$ cat src/rtl/uart_rx_param.sv
// Parametrised UART receiver: 2-flop RX synchroniser, mid-bit sampling FSM,
// parity/framing/break detection and a valid/ready holding register.
module uart_rx_param #(
  parameter int CLKS_PER_BIT = 22274,
  parameter int DATA_BITS    = 8,
  parameter int PARITY       = 0,
  parameter int STOP_BITS    = 1
) (
  input  logic                 clk,
  input  logic                 i_reset_n,
  input  logic                 i_rx,
  input  logic                 i_ready,
  output logic [DATA_BITS-1:0] o_data,
  output logic                 o_valid,
  output logic                 o_parity_err,
  output logic                 o_frame_err,
  output logic                 o_overrun,
  output logic                 o_break
);
  localparam int CW = $clog2(CLKS_PER_BIT);
  localparam int IW = $clog2(DATA_BITS);
  localparam logic [CW-1:0] CNT_LAST = CW'(CLKS_PER_BIT - 1);
  localparam logic [CW-1:0] CNT_HALF = CW'(CLKS_PER_BIT / 2 - 1);
  localparam logic [IW-1:0] IDX_LAST = IW'(DATA_BITS - 1);

  typedef enum logic [2:0] {
    S_IDLE, S_START, S_DATA, S_PAR, S_STOP, S_EOF, S_BRK
  } state_t;

  state_t               state_q;
  logic [1:0]           sync_q;
  logic [CW-1:0]        cnt_q;
  logic [IW-1:0]        bit_idx_q;
  logic                 stop_idx_q;
  logic [DATA_BITS-1:0] shift_q;
  logic                 perr_q, ferr_q;
  logic [DATA_BITS-1:0] data_q;
  logic                 valid_q, perr_out_q, ferr_out_q, ovr_q, brk_q;

  logic rx_s, sample, stop_last, par_bad;
  assign rx_s      = sync_q[1];
  assign sample    = (cnt_q == CNT_LAST);
  assign stop_last = (STOP_BITS == 1) || stop_idx_q;
  // Odd mode inverts the sense of the even-parity check.
  assign par_bad   = (^{shift_q, rx_s}) ^ (PARITY == 2);

  always_ff @(posedge clk) begin
    if (!i_reset_n) begin
      state_q    <= S_IDLE;
      sync_q     <= 2'b11;
      cnt_q      <= '0;
      bit_idx_q  <= '0;
      stop_idx_q <= 1'b0;
      shift_q    <= '0;
      perr_q     <= 1'b0;
      ferr_q     <= 1'b0;
      data_q     <= '0;
      valid_q    <= 1'b0;
      perr_out_q <= 1'b0;
      ferr_out_q <= 1'b0;
      ovr_q      <= 1'b0;
      brk_q      <= 1'b0;
    end else begin
      sync_q <= {sync_q[0], i_rx};
      ovr_q  <= 1'b0;
      brk_q  <= 1'b0;
      cnt_q  <= cnt_q + 1'b1;
      if (valid_q && i_ready) valid_q <= 1'b0;
      case (state_q)
        S_IDLE: begin
          cnt_q <= '0;
          if (!rx_s) state_q <= S_START;
        end
        S_START: if (cnt_q == CNT_HALF) begin
          cnt_q     <= '0;
          bit_idx_q <= '0;
          perr_q    <= 1'b0;
          ferr_q    <= 1'b0;
          state_q   <= rx_s ? S_IDLE : S_DATA;
        end
        S_DATA: if (sample) begin
          cnt_q              <= '0;
          shift_q[bit_idx_q] <= rx_s;
          bit_idx_q          <= bit_idx_q + 1'b1;
          if (bit_idx_q == IDX_LAST) begin
            stop_idx_q <= 1'b0;
            state_q    <= (PARITY != 0) ? S_PAR : S_STOP;
          end
        end
        S_PAR: if (sample) begin
          cnt_q   <= '0;
          perr_q  <= par_bad;
          state_q <= S_STOP;
        end
        S_STOP: if (sample) begin
          cnt_q      <= '0;
          stop_idx_q <= 1'b1;
          if (!rx_s) ferr_q <= 1'b1;
          if (stop_last) state_q <= S_EOF;
        end
        S_EOF: begin
          cnt_q <= '0;
          // Low line, all-zero data and a bad stop bit is a break, not a frame.
          if (ferr_q && shift_q == '0 && !rx_s) begin
            brk_q   <= 1'b1;
            state_q <= S_BRK;
          end else begin
            state_q <= S_IDLE;
            if (!valid_q || i_ready) begin
              data_q     <= shift_q;
              perr_out_q <= perr_q;
              ferr_out_q <= ferr_q;
              valid_q    <= 1'b1;
            end else begin
              ovr_q <= 1'b1;
            end
          end
        end
        S_BRK: begin
          cnt_q <= '0;
          if (rx_s) state_q <= S_IDLE;
        end
        default: state_q <= S_IDLE;
      endcase
    end
  end

  assign o_data       = data_q;
  assign o_valid      = valid_q;
  assign o_parity_err = perr_out_q;
  assign o_frame_err  = ferr_out_q;
  assign o_overrun    = ovr_q;
  assign o_break      = brk_q;
endmodule
$ cat config.mk
export PLATFORM = sky130hd
export DESIGN_NAME = uart_rx_param
export DESIGN_NICKNAME = d
export VERILOG_FILES = /design/src/rtl/uart_rx_param.sv
export SDC_FILE = /design/constraint.sdc
export NUM_CORES = 1
export LEC_CHECK = 0
export BUFFER_PORTS_ARGS = -buffer_cell sky130_fd_sc_hd__clkbuf_2
export CORE_ASPECT_RATIO = 0.7
export CORE_UTILIZATION = 53
export DETAILED_ROUTE_END_ITERATION = 16
export PLACE_DENSITY = 0.74
export SYNTH_ARGS = -nofsm -noshare
export SYNTH_HDL_FRONTEND = slang
export SYNTH_SLANG_ARGS = --single-unit
$ cat constraint.sdc
create_clock -name clk -period 1.8 [get_ports clk]
set_input_delay 0.09 -clock clk [delete_from_list [all_inputs] [get_ports clk]]
set_output_delay 0.09 -clock clk [all_outputs]
set_load 0.05 [all_outputs]
# Word level (Yosys, flattened, before mapping)
# Cells that the tools add are included.
# Widths: inputs -> output; s select.
[word_totals]
output_inout_bits = 13
input_bits = 4
elab_cells = 91
register_bits = 46
[op_classes]
n_reduce_logical = 23
add_sub_neg = 2
eq_ne = 17
muxes = 31
n_lt_le_gt_ge = 2
bitwise_logic = 3
[ops]
columns = ["cell", "n"]
rows = [
  ["$pmux 15 s3", 1],
  ["$mux 15", 2],
  ["$mux 3", 10],
  ["$pmux 3 s7", 1],
  ["$ne 2x2->1 const B", 8],
  ["$add 15x1->15 const B", 1],
  ["$eq 15x14->1 const B", 1],
  ["$eq 15x15->1 const B", 1],
  ["$eq 3x3->1 const B", 4],
  ["$mux 1", 11],
  ["$reduce_and 3->1", 3],
  ["$reduce_or 3->1", 3],
  ["$reduce_xor 9->1", 1],
  ["$bwmux 8", 1],
  ["$logic_not 8->1", 1],
  ["$reduce_and 7->1", 1],
  ["$eq 3x2->1 const B", 2],
  ["$pmux 3 s2", 1],
  ["$reduce_bool 2->1", 3],
  ["$logic_and 1x1->1", 4],
  ["$lt 3x4->1 const B", 1],
  ["$pmux 1 s2", 2],
  ["$reduce_and 2->1", 2],
  ["$reduce_and 4->1", 1],
  ["9 further kinds", 12],
]

# Logic depth before layout (Yosys ltp)
[depth]
depth_word = 5
mapped_depth = 8
ltp_nobuf = 7

# Worst setup path before layout
# No wires, ideal clock.
[synth_timing]
path_kind = "register to register"
startpoint = "reg cnt_q[0]"
endpoint = "reg shift_q[1]"
arrival_ns = 1.630
required_time_ns = 1.684
path_stages_with_launch = 8
setup_ns = 0.116
path_slack_ns = 0.054
cell_sequence = "dfxtp_1 ha_1 and4b_1 nand4_1 buf_2 nor4_1 mux2i_1 nor2b_1"
[synth_between]
elab_chain_cells = 2
[synth_rtl]
columns = ["item", "line", "text"]
rows = [
  ["start: declaration", "32", "logic [CW-1:0] cnt_q;"],
  ["start signal: assignment", "67", "cnt_q <= cnt_q + 1'b1;"],
  ["$eq 15x15->1", "42", "assign sample = (cnt_q == CNT_LAST);"],
  ["$reduce_and 2->1 (no line)", "n/a", ""],
  ["end signal: indexed assignment", "83", "shift_q[bit_idx_q] <= rx_s;"],
  ["end: declaration", "35", "logic [DATA_BITS-1:0] shift_q;"],
]
# Every way passes these cells.
# A chain may end at the register's enable or synchronous reset.

# Worst setup path after layout
[layout_timing]
startpoint = "reg cnt_q[1]"
endpoint = "reg shift_q[0]"
# The elaborated chain is that of the path after synthesis.

==> results.toml <==
[outcome]
status = "finished, violations left"
violations = "negative setup slack"

[route]
num_vias = 1891
wl_per_cell_um = 16.1
ant_nets = 0
drc = 0
first_pass_iters = 4
first_iter_violations = 190
wl_um = 5530
vias_per_cell = 5.50

[pwr]
total_power_mw = 1.77
p_leak_nw = 1.14
vdd_drop_max_v = 0.000588
power_density_nw_per_um2 = 598

[setup_path]
critPathBufInv = 2
required_ps = 2010
crit_type = "reg2reg"
rrSetupSlack_ps = -2
path_delay_family = "simple AND/OR/NAND/NOR gates"
start_kind = "register"
crit_fanout = 5
worstPathArrival_ps = 2010
end_kind = "register"
cpMaxStageDelayCell = "dfxtp_2"
timing.rr.end = "shift_q[0]$_SDFFE_PN0P_"
r2r_start = "cnt_q[1]$_SDFF_PN0_"
reg2reg_depth = 8
crit_path_max_incr_delay_ps = 340
path_cells = "inv_2, ha_4, and4b_1, nand4_1, buf_6, nor4b_4, mux2i_1, nor2b_1"

[placed_design]
post-place-ws_ps = -158
dp_hpwl_um = 3300
routabilityCongestion = 0.833
io_buffers = 16

[yosys]
synthCells = 239
ys.flop_type = "dfxtp_1"
synth_area_um2 = 2260
synth-edff-count = 0
ys_async_sr_fraction = 0
yosysUniqueCellTypes = 47
synth_nets = 248
yosys_register_bits = 46
yosysSeqAreaShare = 0.408
synth_warnings = 0
syn_area_per_cell_um2 = 9.44

[cells_and_area]
layout_commonest_cell = "dfxtp_1"
nets = 300
diodes = 0
area_growth_pct = 31.2
drive_gt1_frac = 0.332
layout_common_cells = "41 x dfxtp_1, 33 x buf_4, 24 x nor2_1, 20 x nor2b_1, 19 x mux2i_1"

[clock_network]
clock_tree.buffer_depth = 2
cts.sink_count = 46
clkTransAtPathRegs_ps = 100
root_buffer = "clkbuf_8"
htreeDepth = 2
clock_latency_ps = 310
numCtsBuffers = 5
cts_tree = "yes"

[grt]
grt_start_max_net_pins = 36
grt_overflow = 0
antenna_found_initial = 0
grt_pass1_wl_um = 8160
grt.total_usage = 0.237
grt_pass1_vias = 1673

[sta]
worst-slew-pin-transition_ps = 596
fin_crit_ps = 1800
fin_skew_ps = 9.08
setup_slack_ps = -2.49
hold_violations = 0
relSlewSlack = 0.603
finalSetupViolCount = 1
slew_violations = 0
max_freq_mhz = 555
whs_ps = 314
min_period_over_period = 1.00
rsz0062_at_grt = "yes"

[die]
row_count = 19
ios = 17
start_util = 0.565
die_h_um = 56.6
dieArea_um2 = 4530
fp.dieW_um = 80.0
core_area_um2 = 3990

[hold_path]
holdPathEnd = "o_valid$_SDFF_PN0_"
min-delay-path-class = "in2reg"
hold_start = "i_ready"
holdPathStages = 3

[run]
cap_viol_max_count = 0
[where the power goes]
group,switching (mW),internal [mW]
Clock,0.385,0.281
Combinational,0.0410,0.0380
Sequential,0.00564,1.02
[how the worst max path moves through the flow]
stage | end | depth (start not counted) | from | slack, ps
global route | shift_q[0]$_SDFFE_PN0P_ | 6 | cnt_q[10]$_SDFF_PN0_ | -80
detailed placement | cnt_q[5]$_SDFF_PN0_ | 6 | cnt_q[0]$_SDFF_PN0_ | -160
finish | shift_q[0]$_SDFFE_PN0P_ | 8 | cnt_q[1]$_SDFF_PN0_ | -2
CTS | state_q[0]$_SDFFE_PN0P_ | 8 | cnt_q[1]$_SDFF_PN0_ | -40
global placement | cnt_q[11]$_SDFF_PN0_ | 8 | cnt_q[1]$_SDFF_PN0_ | -10
floorplan | shift_q[1]$_SDFFE_PN0P_ | 7 | cnt_q[0]$_SDFF_PN0_ | 50
[cells by family after synthesis]
logic type	after synthesis	share of synthesized area
mux	19	0.0843
compound gates	18	0.0560
buf+inv	16	0.0410
fa+ha+maj	5	0.0277
flops	46	0.408
simple gates	115	0.299
xor+xnor	20	0.0837
[per-stage QoR]
stage	setup TNS [ps]	instance area, um^2	util	std cells
4_1_cts	-118	2790	0.697	339
2_1_floorplan	0	2260	-	239
6_report	-2.49	2960	0.741	344
3_3_place_gp	-136	2560	0.642	328
5_1_grt	-1310	2960	0.741	344
3_5_place_dp	-2420	2560	0.642	328
[sequential cells by signal (all words and copies together) (netlist names)]
register      cells
o_break           1
bit_idx_q         3
o_valid           1
o_frame_err       1
sync_q            2
cnt_q            15
o_parity_err      1
perr_q            1
shift_q           8
o_overrun         1
o_data            8
state_q           3
ferr_q            1
[per-layer routing]
layer  vias to the layer above  routed length, um  GRT usage
met1                       884               2640      0.356
met4                         0                 37     0.0612
met5                         -                  0          0
li1                        932                  -          -
met2                        70               2460      0.342
met3                         5                392     0.0488
[Yosys cell counts (5+ instances only)]
cell type | instances | area [um^2]
nand2b_1 | 5 | 31.3
nor2_1 | 25 | 93.8
nand3_1 | 13 | 65.1
nor2b_1 | 20 | 125
xnor2_1 | 9 | 78.8
inv_1 | 6 | 22.5
mux2i_1 | 19 | 190
xor2_1 | 10 | 87.6
nand2_1 | 11 | 41.3
clkbuf_1 | 5 | 18.8
ha_1 | 5 | 62.6
nor4_1 | 7 | 43.8
dfxtp_1 | 46 | 921
and3_1 | 6 | 37.5
[worst reg2reg max path, cell delays in order (launching register included)]
cell and delay, ps:
dfxtp_2 340, inv_2 70, ha_4 110, and4b_1 210
nand4_1 200, buf_6 220, nor4b_4 250, mux2i_1 240
nor2b_1 60
[layout make-up]
class	instances	area, um^2
inverter	6	22.5
tap	52	65.1
timing repair buffer	54	392
clock inverter	3	25.0
multi-input combinational	178	1450
clock buffer	5	68.8
sequential	46	935
fill	277	1030
[timing repair]
item	CTS	global route
endpoints found under the setup margin	22	41
resized for setup	16	32
cloned	1	1
endpoints found under the hold margin	1	0
hold buffers	1	0
buffers inserted	1	4
pin swaps	4	9
Note: power is estimated with default switching activity, not from simulation.
